[src/rtl/memory_stage.sv]
// MEM stage: EX/MEM and MEM/WB pipeline registers around a word data-memory
// access with req/ready handshake, stall, timeout abort and misalign trap.
module memory_stage #(
  parameter int TIMEOUT = 16,
  parameter int CNT_W   = 5
) (
  input  logic        clk,
  input  logic        rst,
  input  logic        RegWriteE,
  input  logic        MemWriteE,
  input  logic [1:0]  MemtoRegE,
  input  logic        jumpE,
  input  logic [4:0]  WriteRegE,
  input  logic [31:0] ALUMultOutE,
  input  logic [31:0] WriteDataE,
  input  logic [31:0] PCPlus4E,
  output logic [31:0] ALUOutM,
  output logic [4:0]  WriteRegM,
  output logic        RegWriteM,
  output logic [1:0]  MemtoRegM,
  output logic        StallM,
  output logic        mem_req,
  output logic        mem_we,
  output logic [31:0] mem_addr,
  output logic [31:0] mem_wdata,
  input  logic        mem_ready,
  input  logic [31:0] mem_rdata,
  output logic        RegWriteW,
  output logic        jumpW,
  output logic [1:0]  MemtoRegW,
  output logic [4:0]  WriteRegW,
  output logic [31:0] ALUOutW,
  output logic [31:0] ReadDataW,
  output logic [31:0] PCPlus4W,
  output logic [1:0]  MemErr
);

  typedef enum logic {IDLE, WAIT} state_t;

  state_t            state, stateNext;
  logic [CNT_W-1:0]  cnt;
  logic              MemWriteM, jumpM;
  logic [31:0]       WriteDataM, PCPlus4M;
  logic              memAccE, alignAccE;
  logic              memAccM, misM;
  logic              waitSt, lastCyc, abortM;

  assign memAccE   = MemWriteE | (MemtoRegE == 2'b01);
  assign alignAccE = memAccE & (ALUMultOutE[1:0] == 2'b00);
  assign memAccM   = MemWriteM | (MemtoRegM == 2'b01);
  assign misM      = memAccM & (ALUOutM[1:0] != 2'b00);

  assign waitSt  = (state == WAIT);
  assign lastCyc = (cnt == CNT_W'(TIMEOUT - 1));
  assign StallM  = waitSt & ~mem_ready & ~lastCyc;
  assign abortM  = waitSt & ~mem_ready & lastCyc;

  assign mem_req   = waitSt;
  assign mem_we    = MemWriteM;
  assign mem_addr  = ALUOutM;
  assign mem_wdata = WriteDataM;

  // Whenever EX/MEM takes a new instruction the FSM follows that instruction.
  always_comb begin
    stateNext = state;
    if (!StallM)
      stateNext = alignAccE ? WAIT : IDLE;
  end

  always_ff @(posedge clk or posedge rst) begin
    if (rst) begin
      state <= IDLE;
      cnt   <= '0;
    end else begin
      state <= stateNext;
      if (StallM)
        cnt <= cnt + 1'b1;
      else
        cnt <= '0;
    end
  end

  always_ff @(posedge clk or posedge rst) begin
    if (rst) begin
      RegWriteM  <= 1'b0;
      MemWriteM  <= 1'b0;
      MemtoRegM  <= 2'b00;
      jumpM      <= 1'b0;
      WriteRegM  <= 5'd0;
      ALUOutM    <= 32'd0;
      WriteDataM <= 32'd0;
      PCPlus4M   <= 32'd0;
    end else if (!StallM) begin
      RegWriteM  <= RegWriteE;
      MemWriteM  <= MemWriteE;
      MemtoRegM  <= MemtoRegE;
      jumpM      <= jumpE;
      WriteRegM  <= WriteRegE;
      ALUOutM    <= ALUMultOutE;
      WriteDataM <= WriteDataE;
      PCPlus4M   <= PCPlus4E;
    end
  end

  always_ff @(posedge clk or posedge rst) begin
    if (rst) begin
      RegWriteW <= 1'b0;
      jumpW     <= 1'b0;
      MemtoRegW <= 2'b00;
      WriteRegW <= 5'd0;
      ALUOutW   <= 32'd0;
      ReadDataW <= 32'd0;
      PCPlus4W  <= 32'd0;
      MemErr    <= 2'b00;
    end else if (StallM || abortM) begin
      RegWriteW <= 1'b0;
      jumpW     <= 1'b0;
      if (abortM)
        MemErr[1] <= 1'b1;
    end else begin
      // IDLE here means the M instruction is a non-access or misaligned.
      RegWriteW <= RegWriteM & ~misM;
      jumpW     <= jumpM;
      MemtoRegW <= MemtoRegM;
      WriteRegW <= WriteRegM;
      ALUOutW   <= ALUOutM;
      PCPlus4W  <= PCPlus4M;
      if (misM)
        MemErr[0] <= 1'b1;
      if (waitSt && !MemWriteM)
        ReadDataW <= mem_rdata;
    end
  end

endmodule

[config.mk]
export PLATFORM = sky130hd
export DESIGN_NAME = memory_stage
export DESIGN_NICKNAME = d
export VERILOG_FILES = /design/src/rtl/memory_stage.sv
export SDC_FILE = /design/constraint.sdc
export NUM_CORES = 1
export LEC_CHECK = 0
export ABC_AREA = 1
export BUFFER_PORTS_ARGS = -buffer_cell sky130_fd_sc_hd__clkbuf_2
export CAP_MARGIN = 40
export CORE_MARGIN = 3
export CORE_UTILIZATION = 48
export DETAILED_ROUTE_END_ITERATION = 16
export PLACE_DENSITY_LB_ADDON = 0.25
export SLEW_MARGIN = 20
export SYNTH_ARGS = -nofsm -noshare
export SYNTH_HDL_FRONTEND = slang
export SYNTH_SLANG_ARGS = --single-unit
[constraint.sdc]
create_clock -name clk -period 8.5 [get_ports clk]
set_clock_uncertainty 0.2 [all_clocks]
set_input_delay 0.425 -clock clk [delete_from_list [all_inputs] [get_ports clk]]
set_output_delay 0.425 -clock clk [all_outputs]
set_load 0.05 [all_outputs]
==> impl_summary.log, run 1 <==
[metrics] critical path fanouts, max: 35
[metrics] dominant delay contributor by cell family on the critical path: simple AND/OR/NAND/NOR gates
[metrics] number of H-tree branching levels: 1
[metrics] Synth cell types: 18
[metrics] number of buffers inserted to repair setup after CTS: 0
[metrics] cells traversed along the worst timing path: ha_1 > nand2_1 > nor2_1 > ha_1 > nor2_4 > clkbuf_2
[metrics] synthesized-area fraction occupied by ao, oa, aoi and oai cells: 0.0229
[metrics] clock root buffer: sky130_fd_sc_hd__clkbuf_16
[metrics] required time worst endpoint: approximately 8 ns
[metrics] post-route DRC violation count: 0
[metrics] worst path arrival time: 2.55 ns
[metrics] core area: ~0.017 mm²
[metrics] capturing element type of the critical path: output port
[metrics] commonest cells in the synthesized netlist: sky130_fd_sc_hd__nand2_1 (568), sky130_fd_sc_hd__dfrtp_1 (219), sky130_fd_sc_hd__inv_1 (45)
[metrics] largest net degree at the start of global routing: 99
[metrics] mean number of vias per cell: between 4 and 5
[metrics] most repeated cell in the gate-level netlist after synthesis: sky130_fd_sc_hd__nand2_1
[metrics] fraction of power spent switching nets: 0.377
[metrics] number of routed nets with antenna violations: 0
[metrics] largest incremental delay on the critical path: just under 0.7 ns
[metrics] Min-Delay Path Depth: 5
[metrics] Clk Latency, worst-skew pair: about 0.5 ns
[metrics] share of cell area taken by muxes after synthesis: 0
[metrics] switching power: 1.19 mW
[metrics] Hold WC Path Type: in -> reg
[metrics] post-placement cell area: just over 0.01 mm²
[metrics] dominant combinational cell family by area after synthesis: simple AND/OR/NAND/NOR gates
[metrics] actual slew at the worst max-slew pin: roughly 0.85 ns
[metrics] power density cells: 254 mW/mm²
[metrics] Placer Congestion: 0.829
[metrics] clock group share of total power: 0.313
[metrics] Buf+Inv Stages, Crit Path: 1
[metrics] overflow left after global routing: 0
[metrics] min setup slack post-route: between 5 and 6 ns
[metrics] Via Count: 7854
[metrics] number of warnings reported in the yosys synthesis log: 0
[metrics] Chip Width: approximately 140 µm
[metrics] post-route design area: 0.0125 mm²
[metrics] WL final: about 26000 µm
[metrics] cell types with the largest area share after synthesis: sky130_fd_sc_hd__dfrtp_1 (64%), sky130_fd_sc_hd__nand2_1 (25%), sky130_fd_sc_hd__buf_4 (3.1%)
[metrics] Clock transition at path regs: approximately 0.06 ns
[metrics] floorplan row count: between 40 and 50
[metrics] minimum setup slack among reg-to-reg paths: 5.47 ns
[metrics] fraction of final layout cells sized beyond drive strength 1: 0.284
[metrics] leakage power: ~7.1 nW
[metrics] final layout net count: roughly 1600
[metrics] Setup TNS: 0 ns
[metrics] global-route wire length before repair: around 42000 µm
[metrics] area share of the largest cell type after synthesis: 0.642
[metrics] number of max-cap violations: 0
[metrics] FF-to-FF Start: cnt[0]
[metrics] port bufs: approximately 350
[metrics] run status: finished, final reports clean
[metrics] Synth async-reset ratio: 1.00
[metrics] Wirelength per Cell: roughly 16 µm
[metrics] worst flop-to-flop path endpoint: mem_wdata[16]
[metrics] simple-gate area share of the yosys netlist: 0.258
[metrics] vias in the first global route: approximately 8000
[metrics] total CTS buffers: 24
[metrics] final count of negative-setup-slack endpoints: 0
[metrics] initial core utilization: 0.492
[metrics] period utilisation layout: 0.373
[metrics] share of synthesized area occupied by flip-flops and latches: 0.642
[metrics] area of the die: 0.0194 mm²
[metrics] summed instance area of the synthesized netlist: 0.00853 mm²
[metrics] worst ir drop on vdd: 0.204 mV
[metrics] TritonCTS clock tree: yes
[metrics] share of the synthesized netlist area taken by xor and xnor gates: 0.00103
[metrics] end point of the most critical hold path: PCPlus4W[19]
[metrics] Area Growth Syn to Fin: 45.9%
[metrics] combinational group share of total power: 0.287
[metrics] max-slew violation count: 0
[metrics] Boundary Pins: 355
[metrics] leading register cell type out of synthesis: sky130_fd_sc_hd__dfrtp_1
[metrics] register share of total power: 0.399
[metrics] count of clock tree sinks: around 220
[metrics] worst reg-to-reg path cell count: 8
[metrics] hold wc startpoint: mem_ready
[metrics] arithmetic-cell share of the synthesized area counting full adders, half adders and majority gates: 0.00293
[metrics] HPWL Detailed: ~15000 µm
[metrics] post-synthesis cell count: around 970
[metrics] cell taking the most area after synthesis: sky130_fd_sc_hd__dfrtp_1
[metrics] unrepaired setup endpoints after global routing: no
[metrics] hold violation total from the final report: 0
[metrics] Bufs on Longest Clock Path: 3
[metrics] Iter 0 DRT Violations: approximately 470
[metrics] Min Clock Period, post-route: 3.17 ns
[metrics] headroom to the max-slew limit: 0.430
[metrics] diodes inserted: 0
[metrics] Most common cell on crit path: sky130_fd_sc_hd__ha_1
[metrics] total of flip-flops plus latches after synthesis: 219
[metrics] die boundary height: ~140 µm
[metrics] WS Path Type: reg -> out
[metrics] syn nets: about 1100
[metrics] type of origin of the critical path: flop
[metrics] syn_area_per_cell: slightly below 9 µm²
[metrics] initial antenna violation count: 0
[metrics] peak clock frequency supported by timing: approximately 0.32 GHz
[metrics] EDFF count, synth: 0
[metrics] detailed-routing iteration count for the pre-antenna-repair pass: 5
[metrics] P_int: around 2.0 mW
[metrics] GR Util All Layers: 0.261
[metrics] cell with the largest stage delay on the worst path: sky130_fd_sc_hd__nor2_4
[metrics] worst slack at placement: 5.62 ns
## registers in the layout, summed over array words and instances (netlist names), 2 cells and up
signal     count
MemErr         2
WriteRegM      5
mem_wdata     32
cnt            5
WriteRegW      5
ALUOutW       32
ReadDataW     32
PCPlus4W      32
MemtoRegW      2
MemtoRegM      2
PCPlus4M      32
ALUOutM       32
## timing repair
action | 4_1_cts | 5_1_grt
hold endpoints to repair | 181 | 0
resized for setup | 0 | 0
hold buffers | 139 | 0
## power groups by stage
stage	logic, mW	registers (mW)	clock network [mW]
after global placement	0.832	1.27	0
after global routing	0.962	1.28	1.05
final	0.909	1.26	0.991
after detailed placement	0.849	1.27	0
after CTS	0.900	1.26	1.01
after floorplan	0.226	1.68	0
## metrics by stage
step,hold slack (ns),instances,utilization,power (mW)
after floorplan,0.233,965,-,1.91
after global placement,0.242,1473,0.588,2.11
after detailed placement,0.237,1476,0.592,2.12
after CTS,0.258,1657,0.716,3.16
after global routing,0.207,1658,0.717,3.30
final,0.190,1658,0.717,3.16
## cells in the final DEF (no fill, tap or decap), drive strengths merged
cell type	synthesis	layout
dlygate4sd3	0	139
clkinv	0	4
xnor2	1	1
ha	2	2
buf	61	9
nor2	11	11
nand3	3	3
clkbuf	15	389
o21ai	35	35
inv	46	47
o21bai	2	2
clkinvlp	0	2
nand2	569	569
a21oi	1	1
dfrtp	219	219
## cell type report
type,count,area (µm²)
Clock buffer,35,713
Clock inverter,7,43.8
Fill cell,1253,4900
Inverter,46,180
Multi-Input combinational cell,624,2450
Sequential cell,219,5480
Tap cell,225,282
Timing Repair Buffer,502,3300
## logic make-up after synthesis
| logic type | count (synthesis) |
|---|---|
| adder cells (fa/ha/maj) | 2 |
| AND/OR/NAND/NOR | 583 |
| AO/OA/AOI/OAI | 38 |
| XOR/XNOR | 1 |
| buffers and inverters | 122 |
| flip-flops | 219 |
## how the worst max path moves through the flow
stage | start | end | slack, ns | cells after the start
6_report | cnt[0] | StallM | 5.33 | 6
5_1_grt | cnt[0] | StallM | 5.16 | 6
4_1_cts | cnt[0] | StallM | 5.33 | 6
3_5_place_dp | cnt[0] | mem_wdata[20] | 5.62 | 8
3_3_place_gp | cnt[0] | cnt[3] | 5.64 | 8
2_1_floorplan | rst | ALUOutM[0] | 1.88 | 1
## worst reg2reg max path, delay by kind of cell, from the launching register on
family / cells / cell delay [ns]
buffers and inverters: 1 / 0.74
flip-flops: 1 / 0.40
AND/OR/NAND/NOR: 5 / 1.17
adder cells (fa/ha/maj): 2 / 0.43
## layer usage
metal | track usage | vias to the layer above | wire length, µm
met3 | 0.0581 | 72 | 1980
met4 | 0.102 | 0 | 1060
li1 | - | 3760 | -
met5 | 0 | - | 0
met2 | 0.458 | 376 | 12900
met1 | 0.315 | 3646 | 9800
(Power assumes the default switching activity.)
==> inputs of run 2 (changes only) <==
CORE_UTILIZATION = 43   (was 48)
clock period = 2.7 ns   (was 8.5 ns; I/O delays follow)
==> impl_summary.log, run 2 (same netlist as run 1, synthesis figures left out) <==
[metrics] TritonCTS clock tree: yes
[metrics] area of the die: around 0.022 mm²
[metrics] largest net degree at the start of global routing: 95
[metrics] HPWL Detailed: roughly 16000 µm
[metrics] period utilisation layout: 0.930
[metrics] FF-to-FF Start: cnt[0]
[metrics] capturing element type of the critical path: output port
[metrics] Min Clock Period, post-route: around 2.5 ns
[metrics] fraction of final layout cells sized beyond drive strength 1: 0.286
[metrics] count of placed standard cells including taps: 1518
[metrics] end point of the most critical hold path: PCPlus4M[2]
[metrics] WS Path Type: reg -> out
[metrics] number of max-cap violations: 0
[metrics] largest incremental delay on the critical path: ~0.40 ns
[metrics] Setup TNS: 0 ns
[metrics] number of H-tree branching levels: 1
[metrics] post-route DRC violation count: 0
[metrics] Non-Filler Instances: approximately 1700
[metrics] cells traversed along the worst timing path: ha_1 > nand2_1 > nor2_1 > ha_1 > nor2_4 > buf_4 > clkbuf_2
[metrics] Bufs on Longest Clock Path: 3
[metrics] power density cells: between 700 and 800 mW/mm²
[metrics] post-placement cell area: roughly 0.010 mm²
[metrics] number of routed nets with antenna violations: 0
[metrics] Clock transition at path regs: about 0.050 ns
[metrics] Placer Congestion: between 0.7 and 0.8
[metrics] core area: between 0.015 and 0.02 mm²
[metrics] worst ir drop on vdd: roughly 0.6 mV
[metrics] Clk Latency, worst-skew pair: roughly 0.51 ns
[metrics] initial core utilization: 0.447
[metrics] hold violation total from the final report: 0
[metrics] clock root buffer: sky130_fd_sc_hd__clkbuf_16
[metrics] Register Area: 0.00548 mm²
[metrics] type of origin of the critical path: flop
[metrics] fillcell total: 1502
[metrics] GR Util All Layers: 0.235
[metrics] Hold WC Path Type: in -> reg
[metrics] required time worst endpoint: between 2 and 2.5 ns
[metrics] vias in the first global route: between 8000 and 9000
[metrics] final count of negative-setup-slack endpoints: 0
[metrics] total CTS buffers: 24
[metrics] Iter 0 DRT Violations: around 420
[metrics] mean number of vias per cell: between 4 and 5
[metrics] port bufs: approximately 350
[metrics] post-route design area: 0.0126 mm²
[metrics] Most common cell on crit path: sky130_fd_sc_hd__ha_1
[metrics] post-route core utilization: 0.660
[metrics] max-slew violation count: 0
[metrics] headroom to the max-slew limit: 0.449
[metrics] critical path fanouts, max: 18
[metrics] Area Growth Syn to Fin: 47.6%
[metrics] number of buffers inserted to repair setup after CTS: 0
[metrics] Chip Width: about 150 µm
[metrics] initial antenna violation count: 1
[metrics] cell with the largest stage delay on the worst path: sky130_fd_sc_hd__dfrtp_1
[metrics] min setup slack post-route: 0.189 ns
[metrics] worst reg-to-reg path cell count: 9
[metrics] Multi-input gate area: approximately 0.0025 mm²
[metrics] Min-Delay Path Depth: 5
[metrics] WL final: roughly 25000 µm
[metrics] detailed-routing iteration count for the pre-antenna-repair pass: 4
[metrics] Via Count: 7746
[metrics] Wirelength per Cell: between 10 and 15 µm
[metrics] worst path arrival time: about 2.2 ns
[metrics] floorplan row count: 50
[metrics] Total Power: ~10 mW
[metrics] unrepaired setup endpoints after global routing: no
[metrics] commonest cells after routing, fill and taps aside: sky130_fd_sc_hd__nand2_1 (567), sky130_fd_sc_hd__clkbuf_2 (354), sky130_fd_sc_hd__dfrtp_1 (219), sky130_fd_sc_hd__dlygate4sd3_1 (141), sky130_fd_sc_hd__inv_1 (44)
[metrics] hold wc startpoint: mem_ready
[metrics] worst flop-to-flop path endpoint: ALUOutM[27]
[metrics] run status: finished, final reports clean
[metrics] global-route wire length before repair: roughly 42000 µm
[metrics] most common cell after layout, fill and taps aside: sky130_fd_sc_hd__nand2_1
[metrics] overflow left after global routing: 0
[metrics] die boundary height: between 100 and 150 µm
[metrics] peak clock frequency supported by timing: 0.398 GHz
[metrics] leakage power: between 7 and 8 nW
[metrics] final layout net count: 1568
[metrics] minimum setup slack among reg-to-reg paths: roughly 0.46 ns
[metrics] tightest hold margin: roughly 0.0042 ns
[metrics] count of clock tree sinks: ~220
[metrics] Boundary Pins: around 360
[metrics] worst slack at placement: 0.646 ns
[metrics] actual slew at the worst max-slew pin: 0.826 ns
## run 2: cell types whose count changed in the layout (fill, tap and decap cells not counted), moves of 2 or more
cell / change
sky130_fd_sc_hd__buf_16: -2
sky130_fd_sc_hd__buf_4: +3
sky130_fd_sc_hd__dlygate4sd3_1: +2
sky130_fd_sc_hd__buf_12: +5
## run 2: report_power, final
group	switching, mW	leakage, nW	total, mW	internal, mW
Clock	1.28	0.384	3.16	1.88
Sequential	0.277	2.63	3.97	3.70
Combinational	2.18	4.10	2.86	0.685
## run 2: worst max path at each step
stage / start / to / slack (ns) / cells past startpoint
after floorplan: rst / ALUOutM[0] / -0.49 / 1
after global placement: cnt[0] / PCPlus4M[18] / 0.71 / 9
after detailed placement: cnt[0] / mem_wdata[12] / 0.65 / 9
after CTS: cnt[0] / StallM / 0.16 / 7
after global routing: cnt[0] / StallM / 0.05 / 7
final: cnt[0] / StallM / 0.19 / 7
## run 2: worst max-delay path: cells and delay by family, from the launching register on
kind / cells / cell delay [ns]
flops: 1 / 0.40
buf+inv: 2 / 0.57
fa+ha+maj: 2 / 0.44
simple gates: 3 / 0.27
## run 2: area by class of cell
type / instances / area share
clock inverter: 8 / 0.00636
sequential: 219 / 0.435
clock buffer: 35 / 0.0549
timing repair buffer: 510 / 0.269
antenna: 1 / 0.000199
tap: 260 / 0.0258
inverter: 46 / 0.0140
multi-input combinational: 624 / 0.195
## run 2: routing by layer
metal | wire [µm] | GRT usage | part of all wire
met2 | 13000 | 0.426 | 0.51
met1 | 9840 | 0.279 | 0.39
met5 | 0 | 0 | 0
met3 | 1630 | 0.0426 | 0.064
met4 | 881 | 0.0851 | 0.035
## run 2: what timing repair did
item / CTS / global route
endpoints found under the hold margin: 358 / 0
hold buffers: 141 / 0
resized for setup: 0 / 0
endpoints found under the setup margin: 0 / 0
==> inputs of run 3 (changes only) <==
PLACE_DENSITY = 0.73   (was default)
PLACE_DENSITY_LB_ADDON = default   (was 0.25)
==> impl_summary.log, run 3 (same netlist as run 1, synthesis figures left out) <==
[metrics] run status: finished, final reports clean
[metrics] total CTS buffers: 24
[metrics] commonest cells after routing, fill and taps aside: sky130_fd_sc_hd__nand2_1 (567), sky130_fd_sc_hd__clkbuf_2 (354), sky130_fd_sc_hd__dfrtp_1 (219), sky130_fd_sc_hd__dlygate4sd3_1 (147), sky130_fd_sc_hd__inv_1 (44)
[metrics] worst flop-to-flop path endpoint: ALUOutM[28]
[metrics] required time worst endpoint: about 2.4 ns
[metrics] Area Growth Syn to Fin: 48.5%
[metrics] Min Clock Period, post-route: approximately 2.5 ns
[metrics] power density cells: 780 mW/mm²
[metrics] floorplan row count: 50
[metrics] actual slew at the worst max-slew pin: ~0.83 ns
[metrics] clock root buffer: sky130_fd_sc_hd__clkbuf_16
[metrics] leakage power: 7.14 nW
[metrics] fraction of final layout cells sized beyond drive strength 1: 0.283
[metrics] max-slew violation count: 0
[metrics] area of the die: roughly 0.022 mm²
[metrics] FF-to-FF Start: cnt[0]
[metrics] post-route DRC violation count: 0
[metrics] Setup TNS: 0 ns
[metrics] min setup slack post-route: around 0.18 ns
[metrics] worst ir drop on vdd: approximately 0.61 mV
[metrics] capturing element type of the critical path: output port
[metrics] overflow left after global routing: 0
[metrics] Hold WC Path Type: in -> async
[metrics] cells traversed along the worst timing path: ha_1 > nand2_1 > nor2_1 > ha_1 > nor2_4 > clkbuf_2
[metrics] Clock transition at path regs: about 0.06 ns
[metrics] Clk Latency, worst-skew pair: ~0.5 ns
[metrics] number of max-cap violations: 0
[metrics] worst slack at placement: 0.491 ns
[metrics] fillcell total: 1447
[metrics] number of routed nets with antenna violations: 0
[metrics] number of buffers inserted to repair setup after CTS: 0
[metrics] period utilisation layout: 0.934
[metrics] Boundary Pins: around 360
[metrics] die boundary height: between 100 and 150 µm
[metrics] global-route wire length before repair: 43300 µm
[metrics] Via Count: ~8000
[metrics] WL final: ~27000 µm
[metrics] unrepaired setup endpoints after global routing: no
[metrics] Chip Width: approximately 150 µm
[metrics] initial antenna violation count: 2
[metrics] minimum setup slack among reg-to-reg paths: approximately 0.18 ns
[metrics] largest incremental delay on the critical path: around 0.40 ns
[metrics] WS Path Type: reg -> out
[metrics] type of origin of the critical path: flop
[metrics] number of H-tree branching levels: 1
[metrics] Placer Congestion: 0.807
[metrics] critical path fanouts, max: 12
[metrics] most common cell after layout, fill and taps aside: sky130_fd_sc_hd__nand2_1
[metrics] largest net degree at the start of global routing: 76
[metrics] TritonCTS clock tree: yes
[metrics] HPWL Detailed: roughly 17000 µm
[metrics] detailed-routing iteration count for the pre-antenna-repair pass: 4
[metrics] core area: 0.0191 mm²
[metrics] Bufs on Longest Clock Path: 3
[metrics] worst path arrival time: approximately 2.2 ns
[metrics] post-route core utilization: 0.664
[metrics] cell with the largest stage delay on the worst path: sky130_fd_sc_hd__dfrtp_1
[metrics] Total Power: 9.88 mW
[metrics] initial core utilization: 0.447
[metrics] final layout net count: between 1500 and 2000
[metrics] Most common cell on crit path: sky130_fd_sc_hd__ha_1
[metrics] peak clock frequency supported by timing: 0.396 GHz
[metrics] Iter 0 DRT Violations: around 320
[metrics] count of clock tree sinks: roughly 220
[metrics] port bufs: between 300 and 400
[metrics] headroom to the max-slew limit: 0.444
[metrics] mean number of vias per cell: 4.68
[metrics] vias in the first global route: 8514
[metrics] hold violation total from the final report: 0
[metrics] worst reg-to-reg path cell count: 9
[metrics] GR Util All Layers: 0.245
[metrics] final count of negative-setup-slack endpoints: 0
[metrics] Wirelength per Cell: 15.6 µm
[run 3: power breakdown]
part	total [mW]	switching, mW	internal [mW]
combinational	2.90	2.20	0.706
sequential	3.99	0.292	3.70
clock	2.99	1.23	1.76
[run 3: layer usage]
| metal | track usage | part of all wire |
|---|---|---|
| met5 | 0 | 0 |
| met4 | 0.0974 | 0.038 |
| met3 | 0.0450 | 0.069 |
| met2 | 0.441 | 0.51 |
| met1 | 0.291 | 0.38 |
[run 3: critical path: cells and delay by family, from the launching register on]
kind,cells,cell delay (ns)
buf+inv,1,0.36
fa+ha+maj,2,0.44
flops,1,0.40
simple gates,3,0.47
[run 3: layout make-up]
| type | count | area [µm²] | share of cell area |
|---|---|---|---|
| diodes | 2 | 5.00 | 0.000395 |
| clock buffers | 40 | 702 | 0.0554 |
| clock inverters | 2 | 10.0 | 0.000790 |
| inverters | 46 | 176 | 0.0139 |
| multi-input cells | 624 | 2450 | 0.193 |
| flip-flops and latches | 219 | 5480 | 0.433 |
| well taps | 260 | 325 | 0.0257 |
| repair buffers | 522 | 3520 | 0.278 |
[run 3: metrics by stage]
step / std cells / cell area, µm² / hold WS, ns
after floorplan: 965 / 8540 / 0.0516
after global placement: 1522 / 10400 / 0.135
after detailed placement: 1524 / 10500 / -0.00816
after CTS: 1713 / 12700 / 0.0120
after global routing: 1715 / 12700 / 0.0569
final: 1715 / 12700 / 0.0392
[run 3: what timing repair did]
| item | in CTS | in global routing |
|---|---|---|
| hold buffers | 147 | 0 |
| hold endpoints to repair | 286 | 0 |
| gates resized for setup | 0 | 0 |
| endpoints found under the setup margin | 0 | 0 |
[run 3: worst max-delay path by stage]
stage	cells after the start	to	startpoint	slack (ns)
4_1_cts	6	StallM	cnt[0]	0.14
6_report	6	StallM	cnt[0]	0.18
5_1_grt	9	ALUOutM[28]	cnt[0]	0.03
2_1_floorplan	1	ALUOutM[0]	rst	-0.49
3_3_place_gp	8	PCPlus4M[29]	cnt[0]	0.56
3_5_place_dp	8	PCPlus4M[29]	cnt[0]	0.49
